==> src/rtl/window_crop.sv <==
// window_crop: runtime crop/decimate window for the camera pixel pipeline.
// The window is written to a pending copy and applied only at frame start.
module window_crop #(
    parameter int CHANNELS    = 3,
    parameter int DATA_WIDTH  = 10,
    parameter int COORD_WIDTH = 11,
    parameter int BAYER_MODE  = 0
) (
    input  logic                           pixel_clock_in,
    input  logic                           mipi_byte_reset_n,
    input  logic [CHANNELS*DATA_WIDTH-1:0] data_in,
    input  logic                           line_valid_in,
    input  logic                           frame_valid_in,
    input  logic [COORD_WIDTH-1:0]         x_start_in,
    input  logic [COORD_WIDTH-1:0]         x_end_in,
    input  logic [COORD_WIDTH-1:0]         y_start_in,
    input  logic [COORD_WIDTH-1:0]         y_end_in,
    input  logic [1:0]                     decimation_in,
    input  logic                           config_valid_in,
    output logic [CHANNELS*DATA_WIDTH-1:0] data_out,
    output logic                           line_valid_out,
    output logic                           frame_valid_out,
    output logic                           config_error_out,
    output logic [15:0]                    frame_count_out
);
    localparam int DW = CHANNELS * DATA_WIDTH;
    localparam int CW = COORD_WIDTH;
    localparam logic [CW-1:0] C_MAX = '1;
    localparam logic [CW-1:0] C_ONE = 1;

    typedef enum logic [1:0] {
        WAIT_IDLE,
        IDLE,
        ACTIVE
    } state_t;

    state_t r_state;
    state_t w_state_nxt;

    logic [CW-1:0] r_px_start;
    logic [CW-1:0] r_px_end;
    logic [CW-1:0] r_py_start;
    logic [CW-1:0] r_py_end;
    logic [1:0]    r_p_dec;
    logic          r_p_dirty;

    logic [CW-1:0] r_ax_start;
    logic [CW-1:0] r_ax_end;
    logic [CW-1:0] r_ay_start;
    logic [CW-1:0] r_ay_end;
    logic [1:0]    r_a_dec;

    logic [CW-1:0] r_x;
    logic [CW-1:0] r_y;
    logic          r_lv_d;

    logic          r_err;
    logic [15:0]   r_fcount;
    logic          r_lv_out;
    logic          r_fv_out;
    logic [DW-1:0] r_data_out;

    logic          w_frame_start;
    logic          w_frame_end;
    logic          w_even;
    logic          w_pend_ok;
    logic [CW-1:0] w_dx;
    logic [CW-1:0] w_dy;
    logic [CW-1:0] w_dx_s;
    logic [CW-1:0] w_dy_s;
    logic [CW-1:0] w_dmask;
    logic          w_in_x;
    logic          w_in_y;
    logic          w_dec_x;
    logic          w_dec_y;
    logic          w_keep;

    always_ff @(posedge pixel_clock_in or negedge mipi_byte_reset_n) begin
        if (!mipi_byte_reset_n) begin
            r_state <= WAIT_IDLE;
        end else begin
            r_state <= w_state_nxt;
        end
    end

    always_comb begin
        w_state_nxt   = r_state;
        w_frame_start = 1'b0;
        w_frame_end   = 1'b0;
        unique case (r_state)
            WAIT_IDLE: begin
                if (!frame_valid_in) begin
                    w_state_nxt = IDLE;
                end
            end
            IDLE: begin
                if (frame_valid_in) begin
                    w_state_nxt   = ACTIVE;
                    w_frame_start = 1'b1;
                end
            end
            ACTIVE: begin
                if (!frame_valid_in) begin
                    w_state_nxt = IDLE;
                    w_frame_end = 1'b1;
                end
            end
            default: begin
                w_state_nxt = WAIT_IDLE;
            end
        endcase
    end

    assign w_even = ~(r_px_start[0] | r_px_end[0] |
                      r_py_start[0] | r_py_end[0]);

    assign w_pend_ok = (r_px_start < r_px_end) &&
                       (r_py_start < r_py_end) &&
                       ((BAYER_MODE == 0) || w_even);

    always_ff @(posedge pixel_clock_in or negedge mipi_byte_reset_n) begin
        if (!mipi_byte_reset_n) begin
            r_px_start <= '0;
            r_px_end   <= C_MAX;
            r_py_start <= '0;
            r_py_end   <= C_MAX;
            r_p_dec    <= 2'd0;
            r_p_dirty  <= 1'b0;
            r_ax_start <= '0;
            r_ax_end   <= C_MAX;
            r_ay_start <= '0;
            r_ay_end   <= C_MAX;
            r_a_dec    <= 2'd0;
            r_err      <= 1'b0;
        end else begin
            // Active always takes the value pending before this cycle.
            if (w_frame_start && r_p_dirty) begin
                if (w_pend_ok) begin
                    r_ax_start <= r_px_start;
                    r_ax_end   <= r_px_end;
                    r_ay_start <= r_py_start;
                    r_ay_end   <= r_py_end;
                    r_a_dec    <= r_p_dec;
                    r_err      <= 1'b0;
                end else begin
                    r_err <= 1'b1;
                end
            end
            if (config_valid_in) begin
                r_px_start <= x_start_in;
                r_px_end   <= x_end_in;
                r_py_start <= y_start_in;
                r_py_end   <= y_end_in;
                r_p_dec    <= decimation_in;
                r_p_dirty  <= 1'b1;
            end else if (w_frame_start) begin
                r_p_dirty <= 1'b0;
            end
        end
    end

    always_ff @(posedge pixel_clock_in or negedge mipi_byte_reset_n) begin
        if (!mipi_byte_reset_n) begin
            r_x    <= '0;
            r_y    <= '0;
            r_lv_d <= 1'b0;
        end else begin
            r_lv_d <= line_valid_in;
            if (w_frame_start) begin
                r_x <= '0;
                r_y <= '0;
            end else if (line_valid_in) begin
                if (r_state == ACTIVE && r_x != C_MAX) begin
                    r_x <= r_x + C_ONE;
                end
            end else if (r_lv_d) begin
                r_x <= '0;
                if (r_state == ACTIVE && r_y != C_MAX) begin
                    r_y <= r_y + C_ONE;
                end
            end
        end
    end

    assign w_dx    = r_x - r_ax_start;
    assign w_dy    = r_y - r_ay_start;
    assign w_dx_s  = (BAYER_MODE != 0) ? (w_dx >> 1) : w_dx;
    assign w_dy_s  = (BAYER_MODE != 0) ? (w_dy >> 1) : w_dy;
    assign w_dmask = CW'((32'd1 << r_a_dec) - 32'd1);
    assign w_in_x  = (r_x >= r_ax_start) && (r_x < r_ax_end);
    assign w_in_y  = (r_y >= r_ay_start) && (r_y < r_ay_end);
    assign w_dec_x = ((w_dx_s & w_dmask) == '0);
    assign w_dec_y = ((w_dy_s & w_dmask) == '0);
    assign w_keep  = (r_state == ACTIVE) && line_valid_in &&
                     w_in_x && w_in_y && w_dec_x && w_dec_y;

    always_ff @(posedge pixel_clock_in or negedge mipi_byte_reset_n) begin
        if (!mipi_byte_reset_n) begin
            r_lv_out   <= 1'b0;
            r_fv_out   <= 1'b0;
            r_data_out <= '0;
            r_fcount   <= 16'd0;
        end else begin
            r_lv_out   <= w_keep;
            r_fv_out   <= (w_state_nxt == ACTIVE);
            r_data_out <= w_keep ? data_in : '0;
            if (w_frame_end) begin
                r_fcount <= r_fcount + 16'd1;
            end
        end
    end

    assign data_out         = r_data_out;
    assign line_valid_out   = r_lv_out;
    assign frame_valid_out  = r_fv_out;
    assign config_error_out = r_err;
    assign frame_count_out  = r_fcount;

endmodule
==> config.mk <==
export PLATFORM = sky130hd
export DESIGN_NAME = window_crop
export DESIGN_NICKNAME = d
export VERILOG_FILES = /design/src/rtl/window_crop.sv
export SDC_FILE = /design/constraint.sdc
export NUM_CORES = 1
export LEC_CHECK = 0
export CORE_ASPECT_RATIO = 0.6
export CORE_MARGIN = 1
export CORE_UTILIZATION = 54
export DETAILED_ROUTE_END_ITERATION = 12
export PLACE_DENSITY = 0.92
export SYNTH_ARGS = -nofsm -noshare
export SYNTH_HDL_FRONTEND = slang
export SYNTH_SLANG_ARGS = --single-unit
==> constraint.sdc <==
create_clock -name pixel_clock_in -period 3.35 [get_ports pixel_clock_in]
set_input_delay 0.5025 -clock pixel_clock_in [delete_from_list [all_inputs] [get_ports pixel_clock_in]]
set_output_delay 0.5025 -clock pixel_clock_in [all_outputs]
set_load 0.02 [all_outputs]
# [After elaboration in Yosys (flattened, before gate mapping)]
# Cells that the tools add are included.
[word_totals] register_bits=167 out_inout_bits=49 elab_cells=83
[op_classes] add_sub_neg=6 n_lt_le_gt_ge=6 n_eq_ne=7 shift=1 mux=19 bitwise=2 reduce_logical=22
[ops] operator="11-bit two-way mux" count=8
[ops] operator="11-bit less-than comparator" count=4
[ops] operator="30-bit two-way mux" count=1
[ops] operator="11-bit by 1-bit adder with 11-bit output (second input constant)" count=2
[ops] operator="11-bit bitwise AND" count=2
[ops] operator="11-bit >= comparator" count=2
[ops] operator="11-bit zero test" count=2
[ops] operator="11-bit inequality test (second input constant)" count=2
[ops] operator="11-bit subtractor" count=2
[ops] operator="16-bit by 1-bit adder with 16-bit output (second input constant)" count=1
[ops] operator="1-bit logical AND" count=11
[ops] operator="1-bit by 2-bit left shift with 11-bit output (first input constant)" count=1
[ops] operator="11-bit by 1-bit subtractor with 11-bit output (second input constant)" count=1
[ops] operator="1-bit two-way mux" count=7
[ops] operator="2-bit nonzero test" count=3
[ops] operator="2-bit equality test (second input constant)" count=2
[ops] operator="2-bit two-way mux" count=2
[ops] operator="2-bit one-hot mux with 2 select lines" count=1
[ops] operator="2-bit AND reduction" count=2
[ops] operator="3-bit by 1-bit inequality test with 1-bit output (second input constant)" count=1
[ops] operator="3-bit AND reduction" count=1
[ops] operator="3-bit nonzero test" count=1
[ops] operator="2-bit by 1-bit equality test with 1-bit output (second input constant)" count=1
[ops] operator="2-bit zero test" count=1
[ops] operator="other kinds (2)" count=2

# [Longest topological paths before layout]
[depth] ltp_word=7 depth_mapped=12 ltp_nobuf=11

# [Worst setup path before layout]
# OpenSTA, ideal clock, no wires.
[synth_timing] path_type="register -> register" startpoint="register r_y[2]" endpoint="register r_data_out[0], in the netlist data_out[0]" setup_time_ps=68 t_arrival_ps=2670 required_ps=3282 path_slack_ps=612 stages_incl_launch_ff=10 n_path_buf=1 synth_period_minus_slack_ps=2738 path_cell_list="dfrtp_1 -> ha_1 -> nor2b_1 -> o31a_1 -> o311a_1 -> o21a_1 -> or3_1 -> a41oi_1 -> clkbuf_1 -> and4_1"
[synth_between] elab_chain_cells=6
[synth_lines] item="from (decl)" line="54" text="logic [CW-1:0] r_y;"
[synth_lines] item="from (signal assigned)" line="179" text="r_y <= r_y + C_ONE;"
[synth_lines] item="parallel branches: the longest is 4 deep, another holds 11-bit subtractor"
[synth_lines] item="1-bit logical AND *" line="195" text="w_in_x && w_in_y && w_dec_x && w_dec_y;"
[synth_lines] item="30-bit two-way mux *" line="206" text="r_data_out <= w_keep ? data_in : '0;"
[synth_lines] item="to (signal assigned)" line="206"
[synth_lines] item="to (decl)" line="61" text="logic [DW-1:0] r_data_out;"
# Every way passes the cells marked *.
# A chain may end at the register's enable or synchronous reset.

# [Worst setup path after layout]
[layout_timing] startpoint="register r_x[0]" endpoint="register r_data_out[20], in the netlist data_out[20]"
[layout_between] elab_chain_cells=7
[layout_lines] item="from (decl)" line="53" text="logic [CW-1:0] r_x;"
[layout_lines] item="from (signal assigned)" line="174" text="r_x <= r_x + C_ONE;"
[layout_lines] item="parallel branches: the longest is 4 deep, another holds 11-bit subtractor"
[layout_lines] item="1-bit logical AND * (2 in a row)" line="195"
[layout_lines] item="30-bit two-way mux *" line="206"
# Marked as above.

==> flow_summary_export.csv <==
group,metric,value,unit
finish,fin_nets,1024,
worst_setup_path,crit_start,"r_x[0]$_DFFE_PN0P_",
clocking,cts.sinks,167,
global_route,grt_pass1_wl,32.2,mm
clocking,cts_tree,"done",
route,drc,0,
flow_run,cap_viol_max_count,0,
place,pre_cts_ws,241,ps
clocking,cts_buffers,17,
logic_synthesis,synth-edff-count,0,
power,peakVddDrop,0.353,mV
power,p_total,6.57,mW
logic_synthesis,ys_seq_area_frac,0.505,
logic_synthesis,syn_area_per_cell,11.3,um^2
timing,hold_ws,56.1,ps
clocking,post_cts_resized,0,
logic_synthesis,synth_flop_cell,"dfrtp_1",
place,dp_cells,1054,
floorplan,die_y,98.5,um
route,viasPerCell,5.77,
timing,fin_skew,10.8,ps
power,swShare,0.332,
logic_synthesis,ys_types,57,
timing,slew_headroom,0.224,
route,routed.top_layer,"met4",
finish,area_growth,25.6,%
route,met2_length,8.40,mm
timing,tightest_slew,1160,ps
power,power.density,623,nW/um^2
global_route,grt_overflow_total,0,
power,p_int,4.39,mW
finish,largest_register_ffs,30,
timing,final_max_slew_viol_count,0,
worst_setup_path,crit_type,"register to register",
route,drt-met1-wl,9.24,mm
timing,period_minus_slack,3150,ps
place,io_buffer_count,129,
timing,setup_tns,0,ps
place,hpwl,14.4,mm
route,drt-total-wl,19.7,mm
floorplan,initial_core_util,0.566,
logic_synthesis,synthCells,739,
finish,final_cell_mix,"127 x clkdlybuf4s50_1, 123 x dfrtp_1, 73 x inv_1, 66 x ha_1, 53 x mux2_2",
route,drt_iter0_markers,702,
logic_synthesis,synthArstFlopShare,1.00,
power,combPwrFrac,0.286,
floorplan,dieWidth,163,um
power,p_seq_frac,0.420,
logic_synthesis,synth-seq-cells,167,
place,placed_cell_area,9950,um^2
finish,fin_util,0.711,
worst_setup_path,cp-start-kind,"register",
clocking,post_cts_buffers,0,
floorplan,die_area,16000,um^2
logic_synthesis,syn_nets,888,
timing,finalSetupViolations,0,
route,ant_nets,0,
global_route,grt_max_degree,74,
worst_setup_path,worstPathArrival,3510,ps
finish,n_antenna_cell,0,
route,routed-via-count,6270,
clocking,holdBufCountCts,0,
route,wl_per_cell,18.1,um
route,first_pass_iters,5,
clocking,cts.path.max_buffers,2,
floorplan,rows,34,
clocking,insertion_delay,430,ps
route,met3WireLength,1.83,mm
logic_synthesis,ys_warn_count,0,
timing,timing.final.ws_setup,202,ps
finish,stdcell_area,10500,um^2
hold_path,hold_path.class,"primary input to async pin",
worst_setup_path,cp.required,3710,ps
clocking,cts_root_buf,"clkbuf_16",
clocking,cts_max_level,4,
global_route,grt_pass1_vias,6113,
finish,drive_above_1_share,0.171,
timing,rsz0062_at_grt,"false",
global_route,antenna_found_initial,0,
power,p_switching,2.18,mW
logic_synthesis,syn_area,8390,um^2
finish,nFillCells,984,
power,clock_power_share,0.294,
finish,final_cell_count_no_fill,1086,
status,status,"finished, final reports clean",
timing,max_freq,318,MHz
finish,layout_commonest_cell,"clkdlybuf4s50_1",
timing,period_share,0.940,
worst_setup_path,cp_max_fo,31,
floorplan,core,14800,um^2
floorplan,io_pins,130,
worst_setup_path,reg2reg_from,"r_x[0]$_DFFE_PN0P_",
timing,final_hold_viol_count,0,
power,leakage,4.84,nW
place,place.gp.congestion,0.911,
global_route,grt_util_all_layers,0.260,
worst_setup_path,critPathCaptureType,"register",
clocking,clkTransAtPathRegs,70,ps
cell type report:
| cell class | count | area, um^2 | share of cell area |
|---|---|---|---|
| flip-flops and latches | 167 | 4230 | 0.402 |
| multi-input cells | 476 | 3790 | 0.360 |
| clock buffers | 19 | 443 | 0.0421 |
| well taps | 198 | 248 | 0.0235 |
| inverters | 73 | 274 | 0.0260 |
| repair buffers | 140 | 1410 | 0.134 |
| clock inverters | 13 | 139 | 0.0132 |
final timing paths:
path	endpoint	slack, ps	depth (start not counted)
setup / recovery	data_out[20]$_DFF_PN0_	200	12
hold / removal	r_ax_start[2]$_DFFE_PN0P_	60	1
setup reg to reg	data_out[20]$_DFF_PN0_	200	12
hold reg to reg	frame_count_out[15]$_DFFE_PN0P_	480	1
max in group asynchronous	data_out[15]$_DFF_PN0_	2470	2
min in group pixel_clock_in	frame_count_out[15]$_DFFE_PN0P_	480	1
synthesized netlist by cell type, drive strengths merged (5+ instances only):
cell type  count  area, um^2
nor2b          5        31.3
xnor2         19         166
nand4          8        50.1
a21o           6        45.0
clkbuf        11        41.3
o21ai         36         180
mux2i         20         200
dfstp         44        1160
nand2b         8        50.1
mux2          53         597
a31oi          5        31.3
inv           73         274
nand3         21         105
and4          33         289
nand2         43         161
dfrtp        123        3080
buf           12        75.1
a211oi         5        37.5
ha            66         826
a21oi         27         135
and3           9        56.3
xor2          20         175
nor2          39         146
worst max-delay path, stage by stage, from the launching register on:
cell      delay (ps)
dfrtp_1          440
inv_1            110
ha_1             160
inv_1             60
fa_1             410
a211oi_1         340
nor2_1           100
xor2_1           160
nor4_1           350
a41oi_1          190
a41oi_2          240
buf_4            300
and4_1           230
per-layer routing:
layer	vias up	GRT usage
li1	2872	-
met1	3069	0.399
met2	305	0.379
met3	24	0.0492
met4	0	0.0597
met5	-	0
power groups by stage:
stage          Combinational, mW  Sequential, mW  Clock (mW)
2_1_floorplan               1.19            2.71           0
4_1_cts                     1.85            2.75        1.96
6_report                    1.88            2.76        1.93
3_5_place_dp                1.81            2.78           0
5_1_grt                     2.06            2.80        2.05
3_3_place_gp                1.71            2.74           0
logic make-up (layout without fill, tap and decap cells):
logic type | after synthesis | in the layout | synth area share
compound gates | 109 | 109 | 0.0842
xor+xnor | 39 | 39 | 0.0407
fa+ha+maj | 68 | 68 | 0.103
buf+inv | 96 | 245 | 0.0466
flops | 167 | 167 | 0.505
mux | 73 | 73 | 0.0950
simple gates | 187 | 187 | 0.125
Power figures use the tool's default switching activity.
==> patch 1: new RTL, same flow settings <==
`r_data_out` no longer has a reset.
--- a/src/rtl/window_crop.sv
+++ b/src/rtl/window_crop.sv
@@ -199,14 +199,16 @@
             r_lv_out   <= 1'b0;
             r_fv_out   <= 1'b0;
-            r_data_out <= '0;
             r_fcount   <= 16'd0;
         end else begin
             r_lv_out   <= w_keep;
             r_fv_out   <= (w_state_nxt == ACTIVE);
-            r_data_out <= w_keep ? data_in : '0;
             if (w_frame_end) begin
                 r_fcount <= r_fcount + 16'd1;
             end
         end
+    end
+
+    always_ff @(posedge pixel_clock_in) begin
+        r_data_out <= w_keep ? data_in : '0;
     end
 
Check against the original RTL: differs if mipi_byte_reset_n is asserted again (counterexample within 4 cycles, from zero or initial values and one cycle with mipi_byte_reset_n low); with mipi_byte_reset_n held inactive, the same outputs for 4 cycles.
==> patch 1 against the unedited design <==
- sequential share of layout area down 1.4 points
- design area unchanged
- combinational power rose by 3%
- setup slack worse by 66 ps
- final cell count grew 1.7%
- count of clock-buffer cells in the layout up 1
- first-iteration DRC count shrank 27%
- utilization down 0.20 points
- power increased by 1.0%
- sequential cell count stayed put
- critical path depth fell by 1
- non-clock buffer count down 2
- routed wire length rose by 3.0%
- synthesized area up 0.34%
- critical endpoint is now data_out[0]
- largest power group unchanged
- highest routed layer unchanged
==> patch 1: results (changes against the unedited design) <==
YS warnings 0 (unchanged); met3 Resource Use GR 0.0598 (+0.0105); largest net degree at the start of global routing 80 (+8.1%); DRT iter0 DRCs 510 (-27%); Synth area leaders dfrtp_1, dfstp_2, ha_1; Internal Power 4.43 mW (+0.96%); hpwl dp 15.0 mm (+3.9%); routing usage on met2 0.388 (+0.00948); Hold Crit Class in -> async; R2R depth 11 (-1); post-route setup TNS 0 ps (unchanged); skew final 9.49 ps (-1.34 ps); r2r endpoint data_out[0]; iteration count of the initial detailed-routing pass 4 (-1); Synth async-reset ratio 0.820 (-0.180); largest fanout on the critical path 31 (unchanged); GP Congestion 0.914 (+0.33%); post-synthesis mux area share 0.0971 (+0.00205); total CTS buffers 17 (unchanged); Synth Area in Compound Gates 0.0813 (-0.00282); global-route wire length before repair 32.7 mm (+1.5%); Final setup viols 0 (unchanged); r2r startpoint r_y[0]; post-synthesis adder-cell area fraction 0.103 (-0.000353); share of cells above drive strength 1 0.201 (+0.0295); Routed WL 20.2 mm (+3.0%); clock slew at reported path FFs 70 ps (about the same); Root Driver clkbuf_16; postcts setup bufs 0 (unchanged); Synth cell types 63 (+11%); Vias 6252 (-0.29%); headroom to the max-slew limit 0.299 (+0.0748); P_leak 4.54 nW (-6.2%); status finished clean; syn_nets 907 (+2.1%); VDD IR-drop max 361 uV (+2.1%); top cells by count, synth dfrtp_1, inv_1, ha_1; Final nets 1043 (+1.9%); Seq/Total Area, Yosys 0.485 (-0.0196); clk_lat worst skew 430 ps (about the same); all-layer global routing usage 0.267 (+0.00703); max reg flops 30 (unchanged); area share of xor/xnor cells in the synthesized design 0.0323 (-0.00847); met1 Use GR 0.395 (-0.00375); Reg2Reg Setup Slack 140 ps (-70 ps); initial antenna violation count 0 (unchanged); crit path DAT 3560 ps (+50 ps); vias in the first global route 6159 (+0.75%); Port Buffer Count 129 (unchanged)
patch 1: worst max path at each step:
stage	start	end	slack (ps)
2_1_floorplan	r_y[0]	data_out[10]	750
3_3_place_gp	r_y[0]	data_out[0]	320
3_5_place_dp	r_y[0]	data_out[24]	220
4_1_cts	r_y[0]	data_out[18]	190
5_1_grt	r_y[0]	data_out[24]	1
6_report	r_y[0]	data_out[0]	140
patch 1: metal layers:
metal  up-vias  routed length, um
met3        25               1580
met4         0                287
met5         -                  0
li1       2917                  -
met2       261               8650
met1      3049               9730
patch 1: kinds of logic (layout without fill, tap and decap cells):
| kind of cell | after synthesis | count (layout) |
|---|---|---|
| XOR/XNOR | 31 | 31 |
| buffers and inverters | 98 | 246 |
| multiplexers | 75 | 75 |
| adder cells (fa/ha/maj) | 68 | 68 |
| AND/OR/NAND/NOR | 211 | 212 |
| flip-flops | 167 | 167 |
| AO/OA/AOI/OAI | 108 | 108 |
patch 1: per-stage QoR:
| stage | instance area (um2) | setup slack [ps] | power, mW | instances | hold WS, ps |
|---|---|---|---|---|---|
| finish | 10500 | 137 | 6.63 | 1105 | 88.5 |
| global route | 10500 | 1.23 | 6.98 | 1105 | 137 |
| CTS | 10500 | 185 | 6.63 | 1104 | 123 |
| detailed placement | 9930 | 221 | 4.66 | 1072 | 471 |
| global placement | 9930 | 319 | 4.56 | 1072 | 460 |
| floorplan | 8410 | 748 | 3.99 | 758 | 207 |
patch 1: timing repair:
item,in CTS,in global routing
resized for setup,0,2
endpoints found under the setup margin,0,21
hold buffers,0,0
patch 1: power by group through the flow:
stage | Sequential (mW) | Combinational, mW | Clock, mW
final | 2.76 | 1.93 | 1.94
after global placement | 2.75 | 1.80 | 0
after global routing | 2.80 | 2.12 | 2.05
after CTS | 2.75 | 1.91 | 1.97
after detailed placement | 2.78 | 1.88 | 0
after floorplan | 2.72 | 1.26 | 0
patch 1: layout make-up:
type / instances / area [um2]
Clock buffer: 20 / 467
Clock inverter: 12 / 116
Fill cell: 1016 / 4310
Inverter: 76 / 285
Multi-Input combinational cell: 494 / 3970
Sequential cell: 167 / 4080
Tap cell: 198 / 248
Timing Repair Buffer: 138 / 1370
patch 1: worst max-delay path: stages, from the launching register on:
cell and delay, ps:
dfrtp_1 460, inv_1 70, ha_1 210, fa_1 410, nor2b_1 170, o2111ai_1 180
a221oi_1 330, a31oi_1 80, nor4_1 490, a41oi_4 190, buf_4 310, nor3b_1 230
==> patch 2: new RTL, same flow settings <==
Made on the original files. `DATA_WIDTH`: 10 -> 5.
--- a/src/rtl/window_crop.sv
+++ b/src/rtl/window_crop.sv
@@ -3,5 +3,5 @@
 module window_crop #(
     parameter int CHANNELS    = 3,
-    parameter int DATA_WIDTH  = 10,
+    parameter int DATA_WIDTH  = 5,
     parameter int COORD_WIDTH = 11,
     parameter int BAYER_MODE  = 0
Interface: changed (resized data_in and data_out); port bits go from 130 to 100. No check against the original RTL was run, so the function may have changed too.
==> patch 2 against the unedited design <==
- global-route usage rose by 0.96 points
- power down 4.9%
- non-clock buffer count down 31
- utilization down 1.3 points
- setup slack improved by 97 ps
- sequential cell count shrank 15
- routed wire length fell by 4.7%
- synthesized area decreased by 5.2%
- design area decreased by 7.2%
- sequential power shrank 7%
- largest cell class unchanged
- largest power group unchanged
==> patch 2: results (changes against the unedited design) <==
fillers 969 (-1.5%); P_leak 4.59 nW (-5.3%); status finished clean; Synth async-reset ratio 1.00 (unchanged); GRT overflow 0 (unchanged); vias per cell 5.69 (-1.4%); Final nets 975 (-4.8%); initial antenna violation count 0 (unchanged); largest stage delay on the critical path 430 ps; global-route wire length before repair 30.4 mm (-5.5%); placed insts 1014 (-3.8%); H-tree lvl count 4 (unchanged); all-layer global routing usage 0.269 (+0.00961); share of cells above drive strength 1 0.153 (-0.0178); worst-case clock buffer depth 2 (unchanged); slowest CP cell nor4_1; Slew @ Worst Pin 1060 ps (-96.1 ps); total CTS buffers 17 (unchanged); Seq/Total Area, Yosys 0.486 (-0.0193); Routed WL 18.7 mm (-4.7%); max reg flops 16 (-47%); largest net degree at the start of global routing 76 (+2.7%); Synth area leaders dfrtp_1, dfstp_2, ha_1; DRT iter0 DRCs 441 (-37%); Vias 5955 (-5.0%); post-CTS sizing 0 (unchanged); syn_nets 866 (-2.5%); GP Congestion 0.931 (+2.2%); diode count 0 (unchanged); VDD IR-drop max 376 uV (+6.5%); largest fanout on the critical path 16 (-48%); DP Area 9180 um2 (-7.7%); clock slew at reported path FFs 60 ps; crit path DAT 3350 ps (-160 ps); Root Driver clkbuf_16; top cells by count, synth dfrtp_1, nand2_1, inv_1; clk_lat worst skew 420 ps; Synth cell types 53 (-7.0%); Avg Inst Size Synth 10.9 um2 (-4.3%); hpwl dp 13.7 mm (-5.0%); vias in the first global route 5862 (-4.1%); Port Buffer Count 99 (-23%); skew final 6.48 ps (-4.35 ps)
## patch 2: power by group
group	leakage (nW)	internal [mW]	switching (mW)	total [mW]
sequential	1.85	2.31	0.259	2.57
combinational	2.45	0.754	1.01	1.76
clock	0.287	1.13	0.782	1.91
total	4.59	4.20	2.05	6.24
## patch 2: metal layers
metal / track usage / up-vias / wire length (um)
met5: 0 / - / 0
met3: 0.0815 / 22 / 1560
li1: - / 2772 / -
met4: 0.0665 / 0 / 148
met2: 0.395 / 233 / 7890
met1: 0.388 / 2928 / 9130
## patch 2: cell type report
type / count / area, um2 / share of cell area
clock inverters: 12 / 141 / 0.0145
repair buffers: 109 / 1070 / 0.110
multi-input cells: 492 / 3760 / 0.384
well taps: 192 / 240 / 0.0246
inverters: 69 / 259 / 0.0265
flip-flops and latches: 152 / 3860 / 0.395
clock buffers: 20 / 447 / 0.0457
## patch 2: cells by family after synthesis
kind of cell | Yosys count | share of synthesized area
and+or+nand+nor | 206 | 0.136
DFF | 152 | 0.486
muxes | 75 | 0.103
buffers and inverters | 88 | 0.0435
adders and majority gates | 68 | 0.109
xor gates and xnor gates | 32 | 0.0353
AOI/OAI and AO/OA | 111 | 0.0877
## patch 2: final timing paths
check	start	to	slack, ps	cells past startpoint
setup / recovery	r_x[0]	data_out[2]	300	11
hold / removal	mipi_byte_reset_n	data_out[12]	110	1
setup reg to reg	r_x[0]	data_out[2]	300	11
hold reg to reg	frame_count_out[15]	frame_count_out[15]	490	1
max in group asynchronous	mipi_byte_reset_n	r_ay_end[10]	2410	2
min in group pixel_clock_in	frame_count_out[15]	frame_count_out[15]	490	1
## patch 2: stage by stage
stage                     setup WS, ps  power, mW
after floorplan                    764       3.69
after global placement             393       4.17
after detailed placement           244       4.27
after CTS                          132       6.23
after global routing              99.6       6.59
final                              299       6.24
